--- src/rtl/ripple_carry_adder.sv ---
// Ripple-carry adder: width-bit sum of a_i + b_i + cin_i, carry out on cout_o.
module ripple_carry_adder #(
    parameter int width = 8
) (
    input  logic [width-1:0] a_i,
    input  logic [width-1:0] b_i,
    input  logic             cin_i,
    output logic [width-1:0] sum_o,
    output logic             cout_o
);

    // Carry ripples LSB to MSB through a single running carry bit.
    always_comb begin
        logic c;
        c     = cin_i;
        sum_o = '0;
        for (int i = 0; i < width; i++) begin
            sum_o[i] = a_i[i] ^ b_i[i] ^ c;
            c        = (a_i[i] & b_i[i]) | (c & (a_i[i] ^ b_i[i]));
        end
        cout_o = c;
    end

endmodule

--- src/rtl/shift_add_multiplier.sv ---
// Sequential unsigned shift-and-add multiplier, one partial product per clock.
// IDLE -> CALC (WIDTH iterations) -> DONE (1-cycle done pulse) -> IDLE.
module shift_add_multiplier #(
    parameter int WIDTH = 8
) (
    input  logic                 clk,
    input  logic                 rst,
    input  logic                 start,
    input  logic [WIDTH-1:0]     a,
    input  logic [WIDTH-1:0]     b,
    output logic                 busy,
    output logic                 done,
    output logic [2*WIDTH-1:0]   product
);

    localparam logic [1:0] IDLE = 2'd0;
    localparam logic [1:0] CALC = 2'd1;
    localparam logic [1:0] DONE = 2'd2;

    // Counter holds 0..WIDTH-1 during CALC; sized so it can never wrap early.
    localparam int CW = $clog2(WIDTH + 1);
    localparam logic [CW-1:0] LAST = CW'(WIDTH - 1);

    logic [1:0]         state_q,   state_d;
    logic [WIDTH-1:0]   mcand_q,   mcand_d;
    logic [WIDTH-1:0]   mplier_q,  mplier_d;
    logic [WIDTH-1:0]   acc_q,     acc_d;
    logic [CW-1:0]      count_q,   count_d;
    logic [2*WIDTH-1:0] product_q, product_d;

    logic [WIDTH-1:0]   addend;
    logic [WIDTH-1:0]   sum;
    logic               cout;

    // Partial product is the multiplicand gated by the current multiplier LSB.
    assign addend = mplier_q[0] ? mcand_q : '0;

    ripple_carry_adder #(.width(WIDTH)) u_adder (
        .a_i    (acc_q),
        .b_i    (addend),
        .cin_i  (1'b0),
        .sum_o  (sum),
        .cout_o (cout)
    );

    // Next-state and datapath update; {cout,sum,mplier} is shifted right by one,
    // so the adder carry lands in the top bit of the accumulator.
    always_comb begin
        state_d   = state_q;
        mcand_d   = mcand_q;
        mplier_d  = mplier_q;
        acc_d     = acc_q;
        count_d   = count_q;
        product_d = product_q;
        case (state_q)
            IDLE: begin
                if (start) begin
                    mcand_d  = a;
                    mplier_d = b;
                    acc_d    = '0;
                    count_d  = '0;
                    state_d  = CALC;
                end
            end
            CALC: begin
                acc_d    = {cout, sum[WIDTH-1:1]};
                mplier_d = {sum[0], mplier_q[WIDTH-1:1]};
                count_d  = count_q + 1'b1;
                if (count_q == LAST) begin
                    product_d = {acc_d, mplier_d};
                    state_d   = DONE;
                end
            end
            DONE:    state_d = IDLE;
            default: state_d = IDLE;
        endcase
    end

    // Status decode straight from the state register.
    always_comb begin
        busy    = (state_q == CALC);
        done    = (state_q == DONE);
        product = product_q;
    end

    // All state, with synchronous reset taking priority.
    always_ff @(posedge clk) begin
        if (rst) begin
            state_q   <= IDLE;
            mcand_q   <= '0;
            mplier_q  <= '0;
            acc_q     <= '0;
            count_q   <= '0;
            product_q <= '0;
        end else begin
            state_q   <= state_d;
            mcand_q   <= mcand_d;
            mplier_q  <= mplier_d;
            acc_q     <= acc_d;
            count_q   <= count_d;
            product_q <= product_d;
        end
    end

endmodule

--- config.mk ---
export PLATFORM = sky130hd
export DESIGN_NAME = shift_add_multiplier
export DESIGN_NICKNAME = d
export VERILOG_FILES = /design/src/rtl/ripple_carry_adder.sv /design/src/rtl/shift_add_multiplier.sv
export SDC_FILE = /design/constraint.sdc
export NUM_CORES = 1
export LEC_CHECK = 0
export ABC_AREA = 1
export CAP_MARGIN = 15
export CORE_MARGIN = 2
export CORE_UTILIZATION = 40
export DETAILED_ROUTE_END_ITERATION = 6
export PLACE_DENSITY = 0.66
export SLEW_MARGIN = 20
export SYNTH_ARGS = -nofsm -noshare
export SYNTH_HDL_FRONTEND = slang
export SYNTH_SLANG_ARGS = --single-unit
--- constraint.sdc ---
create_clock -name clk -period 4.3 [get_ports clk]
set_input_delay 0.86 -clock clk [delete_from_list [all_inputs] [get_ports clk]]
set_output_delay 0.86 -clock clk [all_outputs]
set_load 0.005 [all_outputs]
==> summary.md <==
| Metric | Value |
|---|---|
| Worst clock skew | 0.00712 ns |
| Initial antenna violation count | 0 |
| Pin count of the biggest net entering global routing | 27 |
| Vias in the first global route | around 1700 |
| Synth Area in Adders | between 8 and 9% |
| Slew margin rel. | 46.4% |
| Post-synth top area share | 45.2% |
| Tcrit/Tclk final | approximately 82% |
| Mean Syn Cell Area | around 7.3 um^2 |
| First-pass GRT wire length | roughly 7.3 mm |
| Initial Utilization | 42.3% |
| Clock Root Buffer | clkbuf_8 |
| Cell row count | 25 |
| Register area share after synthesis | 45.2% |
| Simple-gate portion of the synthesized area | between 30% and 40% |
| Crit path DAT | between 3 and 4 ns |
| Final WL | ~4.2 mm |
| Final setup fails | 0 |
| Post-CTS Hold Buffers | 0 |
| PwrDens | 333 mW/mm^2 |
| Internal reg-to-reg setup slack | 0.77 ns |
| Fin Setup TNS | 0 ns |
| Synth area leaders | dfxtp_1 (45%), nand2_1 (16%), fa_1 (6.9%) |
| MaxCap Viol Count | 0 |
| Unique masters post-synth | 20 |
| Post-DP HPWL | slightly below 3 mm |
| CTS Buf Count | 5 |
| CTS Buffer Depth | 2 |
| P&R area growth vs syn | 24.7% |
| Register area | ~920 um^2 |
| Fmax | between 200 and 300 MHz |
| Die Ht | between 70 and 80 um |
| CP Launch Type | register |
| Tot GR Track Use | between 10% and 20% |
| Hold depth | 2 |
| Clk pin slew, worst setup/hold paths | 0.09 ns |
| CTS tree | built |
| Setup CP Type | register to register |
| Post-CTS resize count | 0 |
| RSZ-0062 raised after global routing | false |
| Post-synth top cells | nand2_1 (88), dfxtp_1 (46), nor2_1 (36), inv_1 (32), nand3_1 (27) |
| Area of the multi-input gates | approximately 930 um^2 |
| Utilization after layout | a little over half |
| # IOs | 37 |
| Port Buffer Count | 36 |
| Final Hold Viols | 0 |
| FF-to-FF Start | mplier_q[0]$_SDFFE_PP0P_ |
| Placed insts | roughly 370 |
| Non-Filler Instances | 379 |
| Compound-Gate Fraction of Synth Area | 5.83% |
| XOR/XNOR share of the synthesized area | 0% |
| Vias/cell | around 4.6 |
| Slew @ Worst Pin | just over 0.8 ns |
| # clock sinks | 46 |
| End of the worst hold path | acc_q[4]$_SDFFE_PP0P_ |
| Most numerous cell in the Yosys netlist | nand2_1 |
| Clk Latency, worst-skew pair | 0.29 ns |
| Post-synth EDFFs | 0 |
| Fin nets | approximately 340 |
| FF-to-FF End | acc_q[6]$_SDFFE_PP0P_ |
| Synth Cell Area | 0.00204 mm^2 |
| CP Capture Type | register |
| Number of diodes | 0 |
| Routability cong. | around 0.78 |
| Largest area contributor in the netlist | dfxtp_1 |
| Status | finished, final reports clean |
| Die width | 75.4 um |
| Post-Synthesis Cells | about 280 |
| Pre-Repair DR Iteration Count | 4 |
| HP Class | register to register |
| Final Hold Slack | about 0.47 ns |
| Share of cells above drive strength 1 | just over 5% |
| R2R cell count | 16 |
| Mux contribution to synthesized area | 0% |
| Average wire per standard cell | around 11 um |
| Fin crit period | between 3 and 4 ns |
| Critical path peak fanout | 9 |
| YS warnings | 0 |
| Htree depth | 2 |
| Register bit total from synthesis | 46 |
| Pleak | ~1.2 nW |
| Die area | roughly 0.0057 mm^2 |
| Via count | approximately 1700 |
| Total design power | 0.846 mW |
| FFs w/ async S/R, synth | 0% |
| DRC errors left | 0 |
| Hold_sp | acc_q[4]$_SDFFE_PP0P_ |
| Gr ovfl total | 0 |
| Worst vdd ir | between 150 and 200 uV |
| Post-Synthesis Net Count | 307 |
| CORE AREA | 0.00482 mm^2 |
| Post-synth top flop | dfxtp_1 |
| Post-DRT Antenna Nets | 0 |
| Largest family of logic cells by synthesized area | simple AND/OR/NAND/NOR gates |
| CP required | 4.54 ns |
| Max-slew violations | 0 |
| Filler cell count | roughly 500 |
| Post-CTS Setup Bufs | 0 |
| Iter 0 DRT Violations | between 90 and 100 |
[cell families after synthesis]
group,after synthesis
AO/OA/AOI/OAI,23
AND/OR/NAND/NOR,156
buffers and inverters,45
adder cells (fa/ha/maj),9
flip-flops,46
[layout make-up]
class	count	share of cell area [%]
tap	67	3.30
clock buffer	5	2.71
inverter	33	4.87
sequential	46	36.2
timing repair buffer	37	14.5
clock inverter	3	1.77
multi-input combinational	188	36.6
[layout by cell type, fill, tap and decap left out, types with 2 or more instances in the layout]
cell type        instances
nor2_4                   2
clkinvlp_4               2
clkdlybuf4s50_1         36
a21oi_1                 13
dfxtp_1                 46
nand2_1                 88
nand3_1                 27
fa_1                     7
clkbuf_8                 5
inv_1                   32
nor2_1                  36
ha_1                     2
o21ai_0                  9
[how the worst max path moves through the flow]
stage | from | to | slack [ns] | depth (start not counted)
3_5_place_dp | mplier_q[0]$_SDFFE_PP0P_ | acc_q[6]$_SDFFE_PP0P_ | 0.75 | 16
6_report | mplier_q[0]$_SDFFE_PP0P_ | acc_q[6]$_SDFFE_PP0P_ | 0.77 | 16
3_3_place_gp | mplier_q[0]$_SDFFE_PP0P_ | acc_q[6]$_SDFFE_PP0P_ | 0.87 | 16
5_1_grt | mplier_q[0]$_SDFFE_PP0P_ | acc_q[6]$_SDFFE_PP0P_ | 0.50 | 16
2_1_floorplan | mplier_q[0]$_SDFFE_PP0P_ | acc_q[6]$_SDFFE_PP0P_ | 0.85 | 17
4_1_cts | mplier_q[0]$_SDFFE_PP0P_ | acc_q[6]$_SDFFE_PP0P_ | 0.73 | 16
[per-layer routing]
metal	vias up	GRT usage, %	share of wire, %
met4	0	4.09	0.79
met5	-	0	0
met1	793	21.9	48
met2	35	28.4	48
met3	4	3.57	3.4
li1	910	-	-
[power breakdown]
part	internal [mW]	total, mW	switching (mW)
sequential	0.439	0.450	0.0108
clock	0.173	0.321	0.148
combinational	0.0323	0.0752	0.0429
total	0.645	0.846	0.202
[worst max-delay path, stage by stage, from the launching register on]
cell and delay (ns):
dfxtp_1 0.48, nand2_1 0.08, inv_1 0.06, ha_1 0.13
inv_1 0.05, fa_1 0.37, fa_1 0.38, fa_1 0.39
fa_1 0.37, inv_1 0.07, fa_1 0.17, fa_1 0.17
inv_1 0.05, fa_1 0.42, inv_1 0.08, nand2_1 0.05
a21oi_1 0.15
[registers in the layout, summed over array words and instances, names as in the netlist]
signal / flops
product: 16
acc_q: 8
state_q: 2
count_q: 4
mcand_q: 8
mplier_q: 8
[through the flow]
step                      instance area [um^2]  setup slack (ns)
after global routing                      2540             0.496
after floorplan                           2040             0.848
after CTS                                 2540             0.734
after detailed placement                  2430             0.752
final                                     2540             0.765
after global placement                    2430             0.871
No activity file was read; power rests on OpenSTA's default activity.
